## src/rtl/ysyx_22051013_imem_resp_pkg.sv

```systemverilog
// rtl/ysyx_22051013_imem_resp_pkg.sv - shared widths and FSM encoding for the instruction response buffer
package ysyx_22051013_imem_resp_pkg;

  localparam int unsigned YSYX_22051013_PC   = 64;
  localparam int unsigned YSYX_22051013_INST = 32;
  localparam int unsigned YSYX_22051013_LINE = 64;

  typedef enum logic [1:0] {
    ST_IDLE = 2'd0,
    ST_REQ  = 2'd1,
    ST_WAIT = 2'd2
  } imem_state_e;

  function automatic logic [YSYX_22051013_PC-1:0] line_addr(input logic [YSYX_22051013_PC-1:0] pc);
    return {pc[YSYX_22051013_PC-1:3], 3'b000};
  endfunction

endpackage

```

## src/rtl/ysyx_22051013_imem_resp.sv

```systemverilog
// rtl/ysyx_22051013_imem_resp.sv - single-entry fetch buffer with one-outstanding memory read FSM
// Optional macro ysyx_22051013_IMEM_LBUF_EN: tag the buffer by 8-byte line instead of full pc.
module ysyx_22051013_imem_resp
  import ysyx_22051013_imem_resp_pkg::*;
(
  input  logic                          clk,
  input  logic                          rst,
  input  logic [YSYX_22051013_PC-1:0]   pc_i,
  input  logic                          fence_i,
  output logic                          inst_valid,
  output logic [YSYX_22051013_INST-1:0] inst_o,
  output logic                          mem_req,
  output logic [YSYX_22051013_PC-1:0]   mem_addr,
  input  logic                          mem_gnt,
  input  logic                          mem_rvalid,
  input  logic [YSYX_22051013_LINE-1:0] mem_rdata
);

  imem_state_e                   state_q, state_d;
  logic                          drop_q, drop_d;
  logic                          buf_v_q, buf_v_d;
  logic [YSYX_22051013_PC-1:0]   req_pc_q, req_pc_d;
  logic [YSYX_22051013_PC-1:0]   buf_pc_q, buf_pc_d;
  logic [YSYX_22051013_LINE-1:0] buf_line_q, buf_line_d;
  logic                          mem_req_q, mem_req_d;
  logic                          hit;

`ifdef ysyx_22051013_IMEM_LBUF_EN
  assign hit = buf_v_q & (buf_pc_q[YSYX_22051013_PC-1:3] == pc_i[YSYX_22051013_PC-1:3]);
`else
  assign hit = buf_v_q & (buf_pc_q == pc_i);
`endif

  assign inst_valid = hit & (state_q == ST_IDLE);
  // A dropped fill leaves stale data in buf_line, so the output is gated on buf_v.
  assign inst_o     = !buf_v_q ? '0 :
                      (pc_i[2] ? buf_line_q[63:32] : buf_line_q[31:0]);
  assign mem_req    = mem_req_q;
  assign mem_addr   = line_addr(req_pc_q);

  always_comb begin
    state_d    = state_q;
    drop_d     = drop_q;
    buf_v_d    = buf_v_q;
    req_pc_d   = req_pc_q;
    buf_pc_d   = buf_pc_q;
    buf_line_d = buf_line_q;
    case (state_q)
      ST_IDLE: begin
        drop_d = 1'b0;
        if (fence_i) begin
          buf_v_d = 1'b0;
        end
        if (!hit) begin
          req_pc_d = pc_i;
          state_d  = ST_REQ;
        end
      end
      ST_REQ: begin
        if (fence_i) begin
          drop_d = 1'b1;
        end
        if (mem_gnt) begin
          state_d = ST_WAIT;
        end
      end
      ST_WAIT: begin
        if (fence_i) begin
          drop_d = 1'b1;
        end
        // A fence coinciding with the return also kills the fill.
        if (mem_rvalid) begin
          buf_line_d = mem_rdata;
          buf_pc_d   = req_pc_q;
          buf_v_d    = ~(drop_q | fence_i);
          drop_d     = 1'b0;
          state_d    = ST_IDLE;
        end
      end
      default: begin
        state_d = ST_IDLE;
      end
    endcase
    mem_req_d = (state_d == ST_REQ);
  end

  always_ff @(posedge clk) begin
    if (!rst) begin
      state_q    <= ST_IDLE;
      drop_q     <= 1'b0;
      buf_v_q    <= 1'b0;
      req_pc_q   <= '0;
      buf_pc_q   <= '0;
      buf_line_q <= '0;
      mem_req_q  <= 1'b0;
    end else begin
      state_q    <= state_d;
      drop_q     <= drop_d;
      buf_v_q    <= buf_v_d;
      req_pc_q   <= req_pc_d;
      buf_pc_q   <= buf_pc_d;
      buf_line_q <= buf_line_d;
      mem_req_q  <= mem_req_d;
    end
  end

endmodule

```

## config.mk

```make
export PLATFORM = sky130hd
export DESIGN_NAME = ysyx_22051013_imem_resp
export DESIGN_NICKNAME = d
export VERILOG_FILES = /design/src/rtl/ysyx_22051013_imem_resp_pkg.sv /design/src/rtl/ysyx_22051013_imem_resp.sv
export SDC_FILE = /design/constraint.sdc
export NUM_CORES = 1
export LEC_CHECK = 0
export ABC_AREA = 1
export BUFFER_PORTS_ARGS = -buffer_cell sky130_fd_sc_hd__clkbuf_2
export CORE_AREA = 3 3 190 192
export DETAILED_ROUTE_END_ITERATION = 10
export DIE_AREA = 0 0 193 195
export PLACE_DENSITY = 0.59
export SKIP_CTS_REPAIR_TIMING = 1
export SLEW_MARGIN = 25
export SYNTH_ARGS = -nofsm -noshare
export SYNTH_HDL_FRONTEND = slang
export SYNTH_SLANG_ARGS = --single-unit
```

## constraint.sdc

```tcl
create_clock -name clk -period 3.36 [get_ports clk]
set_input_delay 0.336 -clock clk [delete_from_list [all_inputs] [get_ports clk]]
set_output_delay 0.336 -clock clk [all_outputs]
set_load 0.01 [all_outputs]
```

==> impl_metrics.env <==
export IMPL_number_of_rows_in_the_core_area=68
export IMPL_synth_top_cell_by_area="sky130_fd_sc_hd__dfxtp_1"
export IMPL_routed_wirelength_microns=32340
export IMPL_setup_total_negative_slack_ps=0
export IMPL_final_weighted_congestion_in_routability_driven_placement=0.9137
export IMPL_initialDrtViolationCount=664
export IMPL_post_synth_inst_count=1451
export IMPL_synth_area_per_cell_sq_um=6.616
export IMPL_clkTransAtPathRegs_ps=80
export IMPL_placeableCoreArea_sq_mm=0.03454
export IMPL_grt_first_pass_wirelength_microns=49000
export IMPL_floorplan_initialDensity_pct=27.79
export IMPL_worst_r2r_path_depth=11
export IMPL_grt_max_degree=66
export IMPL_crit_arrival_ps=2250
export IMPL_setup_viol=0
export IMPL_post_route_period_util_pct=76.90
export IMPL_post_route_min_period_ps=2584
export IMPL_worstSetupStartpointType="flip-flop"
export IMPL_class_of_the_tightest_hold_or_removal_check="primary input to flip-flop"
export IMPL_yosysWarningCount=0
export IMPL_die_width_microns=193
export IMPL_area_growth_synth_to_final_pct=16.29
export IMPL_worst_ep_required_time_ps=3020
export IMPL_antenna_violating_nets_post_route=0
export IMPL_timing_clock_skew_ps=13.10
export IMPL_postSynthRegisterBits=197
export IMPL_cts_root_buf="sky130_fd_sc_hd__clkbuf_16"
export IMPL_place_detailed_hpwl_microns=23800
export IMPL_grt_total_usage_pct=16.83
export IMPL_worst_slew_pin_slew_ps=903.8
export IMPL_cts_tree="built"
export IMPL_cp_max_fo=2
export IMPL_synth_lib_cells_used_distinct=29
export IMPL_drc=0
export IMPL_timing_max_cap_violations=0
export IMPL_wire_per_inst_microns=15.84
export IMPL_synth_edff_count=0
export IMPL_clockBufferDepth=2
export IMPL_whs_path_depth=3
export IMPL_htreeDepth=4
export IMPL_first_global_vias=8722
export IMPL_leading_cell_type_in_the_layout_fill_and_taps_excluded="sky130_fd_sc_hd__nor2_1"
export IMPL_layout_cells_most_common_list="sky130_fd_sc_hd__nor2_1 (411), sky130_fd_sc_hd__nand2_1 (235), sky130_fd_sc_hd__clkbuf_2 (226)"
export IMPL_drt_pass1_iterations=5
export IMPL_synth_area_sq_mm=0.009599
export IMPL_power_total_mw=5.355
export IMPL_run_status="complete, no violations"
export IMPL_antenna_found_initial=1
export IMPL_timing_worst_setup_path_type="flip-flop to output pin"
export IMPL_grt_setup_unrepaired="false"
export IMPL_post_drt_via_cell_ratio=4.575
export IMPL_nets=1711
export IMPL_final_max_slew_viol_count=0
export IMPL_maxSlewHeadroom_pct=39.75
export IMPL_final_layout_size_suffix_gt1_share_pct=18.28
export IMPL_maximum_resistive_drop_on_vdd_mv=0.3828
export IMPL_num_vias=9343
export IMPL_hold_viol_final=0
export IMPL_worstSkewPairLatency_ps=460
export IMPL_synth_largest_type_area_fraction_pct=41.08
export IMPL_die_h_microns=195
export IMPL_overflow=0
export IMPL_timing_fmax_ghz=0.3870
export IMPL_dominantRegCellSynth="sky130_fd_sc_hd__dfxtp_1"
export IMPL_cts_inserted_buffers=17
export IMPL_leakagePower_nw=5.191
export IMPL_setup_worst_path_end_class="output pin"
export IMPL_tritoncts_num_sinks=197
export IMPL_synth_area_top_cells="sky130_fd_sc_hd__dfxtp_1 (41%), sky130_fd_sc_hd__nor2_1 (16%), sky130_fd_sc_hd__nand2_1 (9.2%)"
export IMPL_seq_area_frac_synth_pct=41.08
export IMPL_portBuffers=227
export IMPL_fin_util_pct=32.32
export IMPL_io_pins=231
export IMPL_ys_async_sr_fraction_pct=0
export IMPL_power_density_mw_per_mm2=479.7
export IMPL_die_area_sq_mm=0.03764
final timing paths:
path                 start  slack, ps             end
min          mem_rdata[47]        140  buf_line_q[47]
max           buf_pc_q[25]        780      inst_valid
max reg2reg    buf_pc_q[2]       1010    req_pc_q[48]
min reg2reg   buf_pc_q[37]        470    buf_pc_q[37]
where the power goes:
group          switching [mW]  internal (mW)  total (mW)
registers              0.0865           2.45        2.54
clock network            1.02          0.966        1.99
logic                   0.531          0.300       0.831
total                    1.64           3.72        5.35
Yosys cell counts, types with 2 or more instances:
| cell | count |
|---|---|
| sky130_fd_sc_hd__o2111ai_1 | 5 |
| sky130_fd_sc_hd__a21oi_1 | 52 |
| sky130_fd_sc_hd__nor2_2 | 2 |
| sky130_fd_sc_hd__nor2_1 | 411 |
| sky130_fd_sc_hd__nand3b_1 | 12 |
| sky130_fd_sc_hd__nand4_1 | 22 |
| sky130_fd_sc_hd__nand3_2 | 6 |
| sky130_fd_sc_hd__nand3_1 | 58 |
| sky130_fd_sc_hd__inv_2 | 4 |
| sky130_fd_sc_hd__o21ai_0 | 162 |
| sky130_fd_sc_hd__ha_1 | 5 |
| sky130_fd_sc_hd__nor4_1 | 3 |
| sky130_fd_sc_hd__dfxtp_1 | 197 |
| sky130_fd_sc_hd__clkbuf_1 | 51 |
| sky130_fd_sc_hd__buf_4 | 64 |
| sky130_fd_sc_hd__inv_1 | 115 |
| sky130_fd_sc_hd__nand2_1 | 236 |
| sky130_fd_sc_hd__buf_1 | 8 |
| sky130_fd_sc_hd__xnor2_1 | 11 |
| sky130_fd_sc_hd__buf_6 | 7 |
| sky130_fd_sc_hd__or2_2 | 2 |
| sky130_fd_sc_hd__buf_2 | 11 |
cells by family after synthesis:
family          after synthesis  synth area share, %
buf+inv                     260                13.36
simple gates                755                31.99
xor+xnor                     12                1.095
other cells                   1              0.03907
flops                       197                41.08
compound gates              221                11.78
fa+ha+maj                     5               0.6517
area by class of cell:
class	count	area (sq um)
Fill cell	3821	23380
Multi-Input combinational cell	996	4390
Sequential cell	197	3944
Timing Repair Buffer	242	1264
Tap cell	455	569.3
Inverter	119	446.7
Clock buffer	17	425.4
Clock inverter	15	121.4
Antenna cell	1	2.502
per-layer routing:
| layer | share of wire, % | track usage (%) | routed length, microns | up-vias |
|---|---|---|---|---|
| met5 | 0.031 | 0 | 10 | - |
| met4 | 2.8 | 6.563 | 916 | 2 |
| met3 | 7.1 | 4.201 | 2293 | 38 |
| met2 | 46 | 26.90 | 14720 | 286 |
| met1 | 45 | 21.80 | 14400 | 4273 |
| li1 | - | - | - | 4744 |
through the flow:
step,instance area (sq um),worst slack [ps],cells,hold slack [ps]
after floorplan,9607,1767,1453,434.9
after global placement,10610,1024,2009,444.7
after detailed placement,10610,957.1,2009,453.1
after CTS,11160,768.6,2041,119.4
after global routing,11160,666.6,2041,140.6
final,11160,776.1,2042,141.2
critical path, stage by stage, from the launching register on:
cell and delay [ps]:
sky130_fd_sc_hd__dfxtp_1 330, sky130_fd_sc_hd__inv_1 50, sky130_fd_sc_hd__nand2_1 90, sky130_fd_sc_hd__nand2_1 60, sky130_fd_sc_hd__nor2_1 110, sky130_fd_sc_hd__nand4_1 90
sky130_fd_sc_hd__nor3_1 290, sky130_fd_sc_hd__nand3_1 180, sky130_fd_sc_hd__nor2_1 150, sky130_fd_sc_hd__nand3_1 140, sky130_fd_sc_hd__nor2_1 150, sky130_fd_sc_hd__clkbuf_2 150
registers in the layout, summed over array words and instances, names as in the netlist:
register and cells:
buf_line_q 64, buf_pc_q 64, buf_v_q 1, drop_q 1
mem_req 1, req_pc_q 64, state_q 2
No activity file was read; power rests on OpenSTA's default activity.
